[src/rtl/window_line_buffer9.sv]
// 9x9 sliding-window builder over a raster pixel stream.
// Eight column-addressed line memories feed the right edge of a register window.
module window_line_buffer9 #(
    parameter int IMG_W = 28,
    parameter int IMG_H = 28,
    parameter int PIX_W = 7,
    parameter int K     = 9
) (
    input  logic                   clk,
    input  logic                   rst,
    input  logic                   pix_valid,
    input  logic [PIX_W-1:0]       pix_data,
    input  logic                   sof,
    output logic [K*K*PIX_W-1:0]   win_data,
    output logic                   win_valid,
    output logic [7:0]             win_row,
    output logic [7:0]             win_col,
    output logic                   frame_done
);

    localparam int L  = K - 1;
    localparam int AW = (IMG_W > 1) ? $clog2(IMG_W) : 1;
    localparam logic [7:0] LAST_C = 8'(IMG_W - 1);
    localparam logic [7:0] LAST_R = 8'(IMG_H - 1);
    localparam logic [7:0] KM1    = 8'(K - 1);

    logic [7:0]       col;
    logic [7:0]       row;
    logic [7:0]       c;
    logic [7:0]       r;
    logic [AW-1:0]    addr;
    logic             last_c;
    logic             last_r;
    logic             hit;

    logic [PIX_W-1:0] mem     [L][IMG_W];
    logic [PIX_W-1:0] win     [K][K];
    logic [PIX_W-1:0] win_nxt [K][K];
    logic [K*K*PIX_W-1:0] flat_nxt;

    // sof forces the current pixel to the frame origin
    assign c      = sof ? 8'd0 : col;
    assign r      = sof ? 8'd0 : row;
    assign addr   = c[AW-1:0];
    assign last_c = (c == LAST_C);
    assign last_r = (r == LAST_R);
    assign hit    = (r >= KM1) && (c >= KM1);

    always_comb begin
        flat_nxt = '0;
        for (int i = 0; i < K; i++) begin
            for (int j = 0; j < K - 1; j++) begin
                win_nxt[i][j] = win[i][j+1];
            end
        end
        // row i of the window is image row r-(K-1-i); memory m holds row r-1-m
        for (int i = 0; i < L; i++) begin
            win_nxt[i][K-1] = mem[L-1-i][addr];
        end
        win_nxt[K-1][K-1] = pix_data;
        for (int i = 0; i < K; i++) begin
            for (int j = 0; j < K; j++) begin
                flat_nxt[PIX_W*(i*K+j) +: PIX_W] = win_nxt[i][j];
            end
        end
    end

    always_ff @(posedge clk) begin
        if (pix_valid) begin
            mem[0][addr] <= pix_data;
            for (int m = 1; m < L; m++) begin
                mem[m][addr] <= mem[m-1][addr];
            end
        end
    end

    always_ff @(posedge clk or posedge rst) begin
        if (rst) begin
            col        <= 8'd0;
            row        <= 8'd0;
            win_valid  <= 1'b0;
            frame_done <= 1'b0;
            win_data   <= '0;
            win_row    <= 8'd0;
            win_col    <= 8'd0;
            for (int i = 0; i < K; i++) begin
                for (int j = 0; j < K; j++) begin
                    win[i][j] <= '0;
                end
            end
        end else begin
            win_valid  <= 1'b0;
            frame_done <= 1'b0;
            if (pix_valid) begin
                win <= win_nxt;
                if (last_c) begin
                    col <= 8'd0;
                    row <= last_r ? 8'd0 : r + 8'd1;
                end else begin
                    col <= c + 8'd1;
                    row <= r;
                end
                if (hit) begin
                    win_valid <= 1'b1;
                    win_data  <= flat_nxt;
                    win_row   <= r - KM1;
                    win_col   <= c - KM1;
                end
                frame_done <= last_c && last_r;
            end
        end
    end

endmodule

[config.mk]
export PLATFORM = sky130hd
export DESIGN_NAME = window_line_buffer9
export DESIGN_NICKNAME = d
export VERILOG_FILES = /design/src/rtl/window_line_buffer9.sv
export SDC_FILE = /design/constraint.sdc
export NUM_CORES = 2
export LEC_CHECK = 0
export BUFFER_PORTS_ARGS = -buffer_cell sky130_fd_sc_hd__buf_2
export CAP_MARGIN = 10
export CORE_UTILIZATION = 60
export DETAILED_ROUTE_END_ITERATION = 8
export PLACE_DENSITY = 0.9
export SYNTH_ARGS = -nofsm -noshare
export SYNTH_HDL_FRONTEND = slang
export SYNTH_SLANG_ARGS = --single-unit
[constraint.sdc]
create_clock -name clk -period 43.6 [get_ports clk]
set_clock_uncertainty 0.1 [all_clocks]
set_input_delay 6.54 -clock clk [delete_from_list [all_inputs] [get_ports clk]]
set_output_delay 6.54 -clock clk [all_outputs]
set_load 0.05 [all_outputs]
Word level (Yosys, flattened, before mapping)
Memory sizes are Yosys's and may differ from the RTL's.
Cells that the tools add are included.
{"block": "classes", "n_addsub": 4, "mul": 0, "div_mod_pow": 0, "order_cmp": 4, "eq_ne": 2, "shifts": 0, "n_mux": 36, "bitwise_logic": 1, "reduce_logical": 4}
{"op": "7-bit binary-select mux with 5-bit select", "n": 8}
{"op": "196-bit 2-to-1 mux", "n": 1}
{"op": "7-bit 2-to-1 mux", "n": 17}
{"op": "8-bit 2-to-1 mux", "n": 5}
{"op": "7-bit demux with 5-bit select", "n": 1}
{"op": "8-bit by 1-bit adder with 8-bit output (second input constant)", "n": 2}
{"op": "8-bit by 5-bit equality test with 1-bit output (second input constant)", "n": 2}
{"op": "8-bit by 4-bit >= comparator with 1-bit output (second input constant)", "n": 2}
{"op": "8-bit by 4-bit subtractor with 8-bit output (second input constant)", "n": 2}
{"op": "6-bit >= comparator (second input constant)", "n": 1}
{"op": "6-bit by 1-bit < comparator with 1-bit output (second input constant)", "n": 1}
{"op": "5-bit NOT with 6-bit output", "n": 1}
{"op": "1-bit 2-to-1 mux", "n": 4}
{"op": "1-bit logical AND", "n": 3}
{"op": "2-bit AND reduction", "n": 1}
{"block": "totals", "regBits": 1105, "latchBits": 0, "mem_bits_rw": 1568, "rom_bits": 0, "inputBits": 11, "output_inout_bits": 585, "word_cells": 131, "memories": 1}
{"memory": "mem", "words": 8, "width": 196, "read_ports": 8, "rd_clocked_by_memory_dff": 0, "write_ports": 8, "line": "36", "text": "logic [PIX_W-1:0] mem [L][IMG_W];"}

Longest topological paths before layout
{"block": "logic_depth", "depth_word": 7, "ltp_mapped": 13, "ltp_nobuf": 8}

Least setup slack after synthesis
OpenSTA, ideal clock, no wires.
{"block": "synth_timing", "path_kind": "input to register", "startpoint": "input sof", "endpoint": "memory mem[0][280] in the netlist's numbering (enable)", "setup_ns": 0.553, "arrival_time_ns": 11.950, "t_required_ns": 42.947, "setup_slack_ns": 30.997, "stages": 8, "path_buffers": 3, "path_cell_list": "buf_4 > buf_4 > nand2b_1 > clkinv_1 > buf_2 > ha_1 > and3_1 > nor3b_1"}
{"item": "start, declared", "line": "13", "text": "input logic sof,"}
{"item": "end, declared", "line": "36"}

Worst setup path in the final report
{"block": "layout_timing", "startpoint": "input pix_valid", "endpoint": "register win_data[498]"}
{"block": "layout_via", "elab_chain_len": 1}
{"item": "start, declared", "line": "11", "text": "input logic pix_valid,"}
{"item": "2-bit AND reduction (no source line)"}
{"item": "end signal, assigned", "line": "105", "text": "win_data <= flat_nxt;"}
{"item": "end, declared", "line": "14", "text": "output logic [K*K*PIX_W-1:0] win_data,"}
No other way between the ends.
A chain may end at the register's enable or synchronous reset.

==> flow_summary.toml <==
[logic_synthesis]
netlist-cell-type-count = 60
netlist_instances = 7238
synth_edf_count = 1568
async_reset_ff_share_pct = 41.34
yosys_warnings = 0
synth_area_leaders = "edfxtp_1, dfrtp_1, nand2_1"
ys_seq_area_share_pct = 71.64
synth_top_area_share_pct = 45.13
synth_area_um2 = 104300
synth_top_area_cell = "edfxtp_1"
yosys_register_bits = 2673
syn_nets = 7258
syn_avg_cell_area_um2 = 14.41
ys.flop_type = "edfxtp_1"

[timing]
max_freq_ghz = 0.08105
fin_tns_setup_ns = 0
setup-violations-final = 0
slew_headroom_pct = 8.688
period_share_pct = 28.30
period_needed_ns = 12.34
maxSlewViolCount = 0
hold_viol_final = 0
rsz0062_at_grt = "no"
worst_pin_slew_ns = 1.370
holdWs_ns = 0.3751

[floorplan]
die-area_um2 = 175500
fp-row-count = 152
die_x_um = 419.0
core-area_um2 = 172100
pin_count = 596
start_util_pct = 60.61
die_y_um = 419.0

[clock_tree]
cts_buffers = 231
h-tree-depth = 4
cts_buffer_depth = 3
ctsResizeCount = 0
clk_latency_ns = 0.89
cts_tree = "done"
cts_root_buf = "clkbuf_16"
cts_sinks = 2673
post_cts_buffers = 0
cts.clk_slew.worst_paths_ns = 0.06
ctsHoldBuffers = 0

[place]
io_buffers = 595
hpwl_mm = 159.4
gp_congestion = 0.8675
placed_cells = 9813

[pwr]
power_leakage_uw = 0.04767
p_per_area_nw_per_um2 = 66.80
peakVddDrop_uv = 66.15

[detailed_routing]
drcViolationCount = 0
wirelength_mm = 303.8
drt-initial-drc-count = 10816
vias_per_cell = 6.687
dr.pass1.iters = 6
vias = 68560
antenna_left = 0
wl_per_cell_um = 29.64

[setup_path]
r2r_end = "win_data[498]"
required_ns = 44.26
critPathLaunchType = "input pin"
crit_path_end_kind = "flop"
r2r-start = "col[4]"
r2r_setup_slack_ns = 37.78
r2r_cells = 8
crit_arrival_ns = 13.00
crit_type = "in -> reg"
cp_max_fo = 179

[global_routing]
track_usage_pct = 34.17
antenna_found_initial = 16
grt_max_degree = 180
overflow = 0
grt_pass1_vias = 70107
grt_pass1_wl_mm = 443.9

[cells_and_area]
finalNetCount = 7756
seqCellArea_um2 = 74740
fillers = 9829
multiInputGateArea_um2 = 27880
instances_no_fill = 10252
layout_commonest_cell = "nand2_1"
layout_common_cells = "nand2_1, edfxtp_1, dfrtp_1"
layout-drive-gt1-share_pct = 22.12
syn_to_final_growth_pct = 12.44

[min_path]
hold_class = "reg -> reg"
worst_hold_path.endpoint = "win_data[509]"
hold_start = "flat_nxt[509]"
whs_path_depth = 2

[flow_run]
maxCapViolations = 0

[outcome]
status = "complete, no violations"
## worst max-delay path, stage by stage
cell,delay [ns]
buf_8,0.51
inv_1,0.70
nor2_1,0.42
nand3_4,0.58
inv_8,0.93
buf_4,0.89
buf_4,0.87
buf_12,0.55
mux2_2,0.42
## cells in the mapped netlist, types with 6 or more instances
cell          n
a32o_1        8
dfrtp_1    1105
nand2_1    1650
buf_6        17
nor3b_1     100
and4bb_2     12
and2_1       16
inv_1        13
and3_1        6
nand3_1       8
buf_4        43
nor2_1       80
a211o_1      98
nand2b_1     10
nand3b_1     97
mux2_2      545
mux4_2        7
nor3_1       10
o22ai_1       8
a22o_1       49
o21ai_1       7
ha_1          9
o211ai_1    158
buf_2       132
o2bb2ai_1    50
a31oi_1       7
a22oi_1     169
nor2b_1     119
nor4bb_1     85
a2bb2oi_1    55
o21ai_0      68
a32oi_1      72
mux2i_1     395
a21oi_1     113
or2_0         7
clkbuf_1    248
edfxtp_1   1568
or3_1         7
buf_1        29
o31ai_1      18
## per-stage QoR
step	total power, uW	cell area, um^2	util [%]	worst slack (ns)
CTS	7778	117300	68.14	31.58
detailed placement	5688	109700	63.74	30.69
global placement	5600	109700	63.74	30.85
floorplan	4972	104300	-	5.847
global route	8019	117300	68.14	31.04
finish	7835	117300	68.15	31.26
## cell type report
cell class,count,share of cell area [%]
Sequential cell,2673,63.72
Multi-Input combinational cell,4078,23.77
Clock buffer,323,5.590
Timing Repair Buffer,735,3.505
Tap cell,2310,2.464
Clock inverter,105,0.8576
Inverter,17,0.06933
Antenna cell,11,0.02347
## flip-flops by register name, summed over array words and instances (netlist names)
signal	cells
win_valid	1
row	8
win_row	8
flat_nxt	504
win_data	567
win_col	8
col	8
frame_done	1
mem	1568
## routing by layer
| layer | global-route usage (%) | wire [um] | vias to the layer above |
|---|---|---|---|
| met2 | 54.26 | 142300 | 5846 |
| li1 | - | - | 27329 |
| met3 | 9.615 | 39890 | 1687 |
| met5 | 0 | 103 | - |
| met1 | 40.49 | 96040 | 33684 |
| met4 | 23.73 | 25550 | 14 |
## how the worst max path moves through the flow
stage               startpoint       endpoint  slack (ns)  depth (start not counted)
floorplan                  rst         col[0]        5.85                          1
global placement     pix_valid  win_data[313]       30.85                          9
detailed placement   pix_valid  win_data[435]       30.69                          9
CTS                  pix_valid  win_data[435]       31.58                          9
global route         pix_valid  win_data[498]       31.04                          9
finish               pix_valid  win_data[498]       31.26                          9
## power by group
| part | internal, uW | switching [uW] |
|---|---|---|
| combinational | 535 | 1570 |
| sequential | 3240 | 408 |
| clock | 1140 | 942 |
| total | 4910 | 2920 |
## cell families after synthesis
kind of cell	Yosys count	share of synthesized area (%)
buffers and inverters	487	2.191
flip-flops	2673	71.64
multiplexers	947	9.824
adder cells (fa/ha/maj)	9	0.1079
AO/OA/AOI/OAI	888	6.346
XOR/XNOR	4	0.03358
AND/OR/NAND/NOR	2230	9.856
(Power assumes the default switching activity.)
